`config.mk`:
```
export PLATFORM = sky130hd
export DESIGN_NAME = multi_lane_tx_striper
export DESIGN_NICKNAME = d
export VERILOG_FILES = /design/src/rtl/multi_lane_tx_striper.sv
export SDC_FILE = /design/constraint.sdc
export NUM_CORES = 1
export LEC_CHECK = 0
export CAP_MARGIN = 20
export CORE_MARGIN = 4
export CORE_UTILIZATION = 56
export CTS_CLUSTER_DIAMETER = 200
export DETAILED_ROUTE_END_ITERATION = 8
export PLACE_DENSITY_LB_ADDON = 0.08
export SLEW_MARGIN = 30
export SYNTH_ARGS = -nofsm -noshare
export SYNTH_HDL_FRONTEND = slang
export SYNTH_SLANG_ARGS = --single-unit
```
`constraint.sdc`:
```
create_clock -name clk_i -period 12.4 [get_ports clk_i]
set_input_delay 1.24 -clock clk_i [delete_from_list [all_inputs] [get_ports clk_i]]
set_output_delay 1.24 -clock clk_i [all_outputs]
set_load 0.01 [all_outputs]
```
`src/rtl/multi_lane_tx_striper.sv`:
```
// multi_lane_tx_striper
//   TX front end for x1..xNUM_LANES links. Accepts a byte stream (data or K
//   symbols) over a valid/ready handshake, stripes bytes round-robin across
//   the active lanes, scrambles data bytes with a per-lane PCIe Gen1 LFSR,
//   and emits one lane-aligned symbol word per output handshake.
// Ports
//   clk_i, rst_ni          clock, asynchronous active-low reset
//   link_width_i           active lanes W = 2**link_width_i, clamped to NUM_LANES
//   bypass_scrambler_i     data bytes pass unscrambled (LFSR still advances)
//   flush_i                drop partial word, reseed all LFSRs
//   data_i/is_k_i          input byte and K flag
//   data_valid_i/_ready_o  input handshake
//   lane_symbol_o          lane n symbol at [8n+7:8n]
//   lane_is_k_o            per-lane K flag
//   lane_valid_o           lanes < W of the held word
//   word_valid_o/_ready_i  output handshake
module multi_lane_tx_striper #(
  parameter int unsigned NUM_LANES = 4,
  parameter logic [15:0] LFSR_SEED = 16'hFFFF,
  localparam int unsigned WIDTH_W  = $clog2(NUM_LANES) + 1
) (
  input  logic                   clk_i,
  input  logic                   rst_ni,
  input  logic [WIDTH_W-1:0]     link_width_i,
  input  logic                   bypass_scrambler_i,
  input  logic                   flush_i,
  input  logic [7:0]             data_i,
  input  logic                   is_k_i,
  input  logic                   data_valid_i,
  output logic                   data_ready_o,
  output logic [NUM_LANES*8-1:0] lane_symbol_o,
  output logic [NUM_LANES-1:0]   lane_is_k_o,
  output logic [NUM_LANES-1:0]   lane_valid_o,
  output logic                   word_valid_o,
  input  logic                   word_ready_i
);

  localparam int unsigned LOG_N = $clog2(NUM_LANES);
  localparam int unsigned IDX_W = (NUM_LANES > 1) ? LOG_N : 1;

  // Advance the Galois LFSR (x^16+x^5+x^4+x^3+1) by 8 shifts.
  // Returns {8 output bits (bit0 first), next LFSR state}.
  function automatic logic [23:0] scr8(input logic [15:0] s);
    logic [15:0] st;
    logic [7:0]  m;
    logic        fb;
    st = s;
    m  = '0;
    for (int unsigned i = 0; i < 8; i++) begin
      fb   = st[15];
      m[i] = fb;
      st   = {st[14:0], 1'b0} ^ (fb ? 16'h0039 : 16'h0000);
    end
    return {m, st};
  endfunction

  logic [IDX_W-1:0]   idx_q;
  logic [WIDTH_W-1:0] wlog_q;
  logic [WIDTH_W-1:0] wlog_in;
  logic [WIDTH_W-1:0] wlog_eff;
  logic [15:0]        lfsr_q [NUM_LANES];
  logic [7:0]         asm_sym_q [NUM_LANES];
  logic [NUM_LANES-1:0] asm_k_q;

  logic [31:0]        w_lanes;
  logic               last_lane;
  logic               accept;
  logic [15:0]        cur_lfsr;
  logic [23:0]        scr_res;
  logic               is_com;
  logic               is_skp;
  logic [7:0]         sym_out;
  logic [15:0]        lfsr_upd;

  logic [NUM_LANES*8-1:0] word_sym_d;
  logic [NUM_LANES-1:0]   word_k_d;
  logic [NUM_LANES-1:0]   word_lv_d;

  // Width is sampled only on the first byte of a word; mid-word the latched
  // value governs, so a width change takes effect at the next word boundary.
  always_comb begin
    wlog_in  = (32'(link_width_i) > LOG_N) ? WIDTH_W'(LOG_N) : link_width_i;
    wlog_eff = (idx_q == '0) ? wlog_in : wlog_q;
    w_lanes  = 32'd1 << wlog_eff;
    last_lane = (32'(idx_q) == (w_lanes - 32'd1));
  end

  assign data_ready_o = !flush_i && !(word_valid_o && !word_ready_i && last_lane);
  assign accept       = data_valid_i && data_ready_o;

  always_comb begin
    cur_lfsr = lfsr_q[idx_q];
    scr_res  = scr8(cur_lfsr);
    is_com   = is_k_i && (data_i == 8'hBC);
    is_skp   = is_k_i && (data_i == 8'h1C);
    sym_out  = (is_k_i || bypass_scrambler_i) ? data_i : (data_i ^ scr_res[23:16]);
    if (is_com)      lfsr_upd = LFSR_SEED;
    else if (is_skp) lfsr_upd = cur_lfsr;
    else             lfsr_upd = scr_res[15:0];
  end

  // Completed word: earlier lanes from the assembly buffer, the current lane
  // straight from the incoming byte, idle lanes forced to zero.
  always_comb begin
    word_sym_d = '0;
    word_k_d   = '0;
    word_lv_d  = '0;
    for (int unsigned l = 0; l < NUM_LANES; l++) begin
      if (l < w_lanes) begin
        word_lv_d[l] = 1'b1;
        if (l == 32'(idx_q)) begin
          word_sym_d[l*8 +: 8] = sym_out;
          word_k_d[l]          = is_k_i;
        end else begin
          word_sym_d[l*8 +: 8] = asm_sym_q[l];
          word_k_d[l]          = asm_k_q[l];
        end
      end
    end
  end

  always_ff @(posedge clk_i or negedge rst_ni) begin
    if (!rst_ni) begin
      idx_q   <= '0;
      wlog_q  <= '0;
      asm_k_q <= '0;
      for (int unsigned l = 0; l < NUM_LANES; l++) begin
        lfsr_q[l]    <= LFSR_SEED;
        asm_sym_q[l] <= '0;
      end
    end else if (flush_i) begin
      idx_q <= '0;
      for (int unsigned l = 0; l < NUM_LANES; l++) begin
        lfsr_q[l] <= LFSR_SEED;
      end
    end else if (accept) begin
      lfsr_q[idx_q]    <= lfsr_upd;
      asm_sym_q[idx_q] <= sym_out;
      asm_k_q[idx_q]   <= is_k_i;
      wlog_q           <= wlog_eff;
      idx_q            <= last_lane ? '0 : idx_q + 1'b1;
    end
  end

  // A new word may load in the same cycle the held one is taken: no bubble.
  always_ff @(posedge clk_i or negedge rst_ni) begin
    if (!rst_ni) begin
      word_valid_o  <= 1'b0;
      lane_symbol_o <= '0;
      lane_is_k_o   <= '0;
      lane_valid_o  <= '0;
    end else if (accept && last_lane) begin
      word_valid_o  <= 1'b1;
      lane_symbol_o <= word_sym_d;
      lane_is_k_o   <= word_k_d;
      lane_valid_o  <= word_lv_d;
    end else if (word_ready_i) begin
      word_valid_o  <= 1'b0;
    end
  end

endmodule

```
# Word level (Yosys, flattened, before mapping)
# Index checks and enable logic that the tools add are counted.
classes:
  add_sub_neg: 2
  order_cmp: 9
  n_eq_ne: 6
  shifts: 1
  n_mux: 52
  n_bitwise: 11
  reduce_logical: 17
ops:
  columns: ["cell", "n"]
  rows:
  - ["two-way mux 64 bit", 2]
  - ["bitwise XOR 16 x 6 -> 16 bit", 8]
  - ["two-way mux 16 bit", 5]
  - ["two-way mux 8 bit", 10]
  - ["bitwise mux 64 bit", 1]
  - ["less-than comparator 1 x 32 -> 1 bit (first input constant)", 2]
  - ["less-than comparator 2 x 32 -> 1 bit (first input constant)", 2]
  - ["two-way mux 6 bit", 8]
  - ["binary-select mux 16 bit (select 2 bit)", 1]
  - ["bitwise mux 32 bit", 1]
  - ["demux 16 bit (select 2 bit)", 1]
  - ["== test 2 x 32 -> 1 bit", 1]
  - ["<< shifter 1 x 3 -> 32 bit (first input constant)", 1]
  - ["subtractor 32 x 1 -> 32 bit (second input constant)", 1]
  - ["demux 8 bit (select 2 bit)", 1]
  - ["two-way mux 1 bit", 15]
  - ["logical AND 1 bit", 9]
  - ["== test 8 x 5 -> 1 bit (second input constant)", 1]
  - ["== test 8 bit (second input constant)", 1]
  - ["bitwise XOR 8 bit", 1]
  - ["two-way mux 2 bit", 3]
  - ["two-way mux 3 bit", 2]
  - ["bitwise mux 4 bit", 1]
  - ["== test 2 bit (first input constant)", 2]
  - ["other kinds (15)", 18]
totals:
  regBits: 146

# Depth between registers and ports, before layout
depth:
  ltp_word: 25
  ltp_mapped: 16
  ltp_nobuf: 11

# Worst setup path before layout
# Ideal clock, no wire load.
synth_timing:
  path_type: "flip-flop to output port"
  start: "register idx_q[1]"
  end: "output port data_ready_o"
  arrival_ps: 3176
  required_time_ps: 11160
  path_slack_ps: 7984
  stages_incl_launch_ff: 15
  n_path_buf: 3
  cell_sequence: "dfrtp_1 buf_6 clkbuf_1 inv_1 ha_1 buf_2 nor3b_1 or2_2 nand2_1 ha_1 inv_1 or4_1 or2_2 a21oi_1 nor2_1"
synth_between:
  elab_chain_len: 8
synth_lines:
  columns: ["element", "line", "text"]
  rows:
  - ["start: declaration", "57", "logic [IDX_W-1:0] idx_q;"]
  - ["start signal: assignment", "141", "idx_q <= last_lane ? '0 : idx_q + 1'b1;"]
  - ["logical NOT 2 bit", "83", "wlog_eff = (idx_q == '0) ? wlog_in : wlog_q;"]
  - ["two-way mux 3 bit", "83", null]
  - ["<< shifter 1 x 3 -> 32 bit", "84", "w_lanes = 32'd1 << wlog_eff;"]
  - ["subtractor 32 x 1 -> 32 bit", "85", "last_lane = (32'(idx_q) == (w_lanes - 32'd1));"]
  - ["== test 2 x 32 -> 1 bit *", "85", null]
  - ["logical AND 1 bit *", "88", "assign data_ready_o = !flush_i && !(word_valid_o && !word_ready_i && last_lane);"]
  - ["logical NOT 1 bit *", "88", null]
  - ["logical AND 1 bit *", "88", null]
  - ["end: declaration", "30", "output logic data_ready_o,"]
# Mark *: on every way between the ends. The rest lies on a longest branch, timed or not.

# Worst setup path in the final report
layout_timing:
  start: "register idx_q[0]"
  end: "output port data_ready_o"
# Same word-level chain as after synthesis.

==> flow_summary.yaml <==
timing:
  setup_viol: 0
  slew_viol_final: 0
  max_slew_margin: 0.379
  period_needed_ns: 5.64
  post-route-period-util: 0.455
  rsz0062_at_grt: "no"
  max_freq_mhz: 177
  worst_pin_slew_ns: 0.923
  skew_ns: 0.00635
  setup_tns_ns: 0
  hold_viol_final: 0
clock_network:
  clkLatencyLatePin_ns: 0.43
  post_cts.repair.setup_buffers: 0
  clk_pin_slew_ns: 0.06
  htreeDepth: 4
  holdBufCountCts: 0
  clock_sinks: 146
  clockBufferDepth: 2
  cts_tree: "done"
  post_cts_resize_count: 0
  cts_made_buffers: 17
  cts_root_buf: "clkbuf_16"
global_routing:
  grt_max_degree: 78
  grt_usage: 0.243
  grt_pass1_vias: 5242
  top_usage_layer: "met2"
  antenna_found_initial: 0
  use_met1: 0.342
  use_met2: 0.371
  overflow: 0
  grt_first_pass_wirelength_mm: 28.2
  grtUsageMet3: 0.0618
logic_synthesis:
  yosysMostFrequentCell: "dfrtp_1"
  synth_ff_type: "dfrtp_1"
  avgSynthCellArea_sq_um: 12.5
  ys_async_sr_fraction: 1.00
  post_synth_inst_count: 605
  synth_cell_types: 54
  synth.largest_area_cell: "dfrtp_1"
  synth_top_area_frac: 0.272
  synth_warnings: 0
  synth_commonest_cells: "dfrtp_1 (82), mux2_2 (72), dfstp_2 (64)"
  syn_area_sq_mm: 0.00755
  synth-seq-cells: 146
  yosysSeqAreaShare: 0.494
  synth_edf_count: 0
  synth_nets: 631
  synth_area_leaders: "dfrtp_1 (27%), dfstp_2 (22%), mux2_2 (11%), mux4_2 (4.8%), mux2i_1 (3.6%)"
critical_path:
  cp.required_ns: 11.16
  crit_slowest_cell: "or4_1"
  max_stage_delay_ns: 0.60
  cp_cell_sequence: "buf_4 > inv_1 > ha_1 > nor3b_1 > or2_2 > nand2_1 > ha_1 > inv_1 > or4_1 > or2_2 > a21oi_1 > nor2_1 > clkdlybuf4s50_1"
  worstPathArrival_ns: 4.40
  startpoint_type: "flop"
  crit_fanout: 25
  cp-end-kind: "output pin"
  crit_type: "reg2out"
routing:
  firstDrtPassIters: 6
  routedWlPerCell_microns: 20.6
  routed_wirelength_mm: 17.3
  drtAntennaViolNets: 0
  drt_iter0_drc: 448
  vias_per_cell: 6.18
  drc: 0
  vias: 5198
floorplanning:
  die_y_microns: 124
  die_width_microns: 124
  pin_count: 60
  design.die.area_sq_mm: 0.0154
  start_util: 0.570
  core_sq_mm: 0.0132
  rows: 42
cells_and_area:
  fin_util: 0.674
  drive_gt1_frac: 0.334
  fillers: 965
  fin_nets: 678
  area_growth_pct: 18.3
  diodes: 0
place:
  port_buffers: 59
  dp_hpwl_mm: 11.5
  place_congestion: 0.894
power_and_ir_drop:
  p_leak_nw: 3.56
  powerDensity_mw_per_mm2: 243
  vdd_drop_max_mv: 0.112
run:
  drv_cap: 0
hold_path:
  hold_class: "reg2reg"
outcome:
  outcome: "finished clean"
-- power breakdown --
group | internal [mW] | leakage [nW] | switching, mW
Sequential | 0.709 | 1.73 | 0.0948
Combinational | 0.394 | 1.51 | 0.376
Clock | 0.395 | 0.323 | 0.200
-- layer usage --
layer	wire length, microns	vias to the layer above	part of all wire
met5	0	-	0
met4	265	0	0.015
met3	996	29	0.057
met2	8100	167	0.47
met1	7970	2662	0.46
li1	-	2340	-
-- cell type report --
class | instances | area [sq um] | share of cell area
multi-input cells | 409 | 3570 | 0.399
inverters | 11 | 41.3 | 0.00462
well taps | 176 | 220 | 0.0247
clock buffers | 17 | 425 | 0.0476
flip-flops and latches | 146 | 3730 | 0.418
repair buffers | 67 | 679 | 0.0761
clock inverters | 15 | 263 | 0.0294
-- cell families (layout without fill, tap and decap cells) --
family                   after synthesis  in the layout  synth area share
flip-flops                           146            146             0.494
adder cells (fa/ha/maj)                8              8            0.0133
AO/OA/AOI/OAI                        137            137             0.125
buffers and inverters                 50            110            0.0363
AND/OR/NAND/NOR                       94             94            0.0623
XOR/XNOR                              37             37            0.0429
multiplexers                         133            133             0.226
-- placed cells by master, fill, tap and decap left out, types with 11 or more instances in the layout --
cell type	count
dfrtp_1	82
mux2_2	72
dfstp_2	64
clkdlybuf4s50_1	58
nor2_1	31
a21oi_1	30
nand2_1	28
mux2i_1	27
a211oi_1	25
a31oi_1	24
xnor2_1	23
clkbuf_16	17
mux4_2	16
mux2_4	16
xor2_1	14
inv_1	11
-- path summary, 6_finish.rpt --
kind / from / depth (start not counted) / slack (ns) / end
worst max register to register: idx_q[0] / 12 / 7.58 / asm_sym_q[26]
max in group asynchronous: rst_ni / 2 / 10.49 / wlog_q[0]
min in group asynchronous: rst_ni / 1 / 0.79 / lane_symbol_o[10]
worst min register to register: lane_valid_o[1] / 1 / 0.47 / lane_valid_o[1]
worst max-delay path: idx_q[0] / 13 / 6.76 / data_ready_o
worst min-delay path: lane_valid_o[1] / 1 / 0.47 / lane_valid_o[1]
-- registers in the layout, summed over array words and instances, names as in the netlist --
name and flops:
lfsr_q 64, asm_sym_q 32, lane_symbol_o 32, asm_k_q 4
lane_is_k_o 4, lane_valid_o 4, wlog_q 3, idx_q 2
word_valid_o 1
-- through the flow --
step | instance area, sq um | total power, mW | setup WS [ns] | std cells | hold WS [ns]
floorplan | 7550 | 1.31 | 7.98 | 605 | 0.465
global placement | 8200 | 1.54 | 7.05 | 807 | 0.449
detailed placement | 8230 | 1.57 | 6.94 | 808 | 0.451
CTS | 8910 | 2.17 | 6.50 | 840 | 0.478
global route | 8930 | 2.29 | 6.50 | 841 | 0.493
finish | 8930 | 2.17 | 6.76 | 841 | 0.471
-- critical path: cells and delay by family (launching register included) --
family	cells	cell delay (ns)
buffers and inverters	4	1.16
adders and majority gates	2	0.60
and+or+nand+nor	6	1.74
AOI/OAI and AO/OA	1	0.15
DFF	1	0.32
Note: power is estimated with default switching activity, not from simulation.
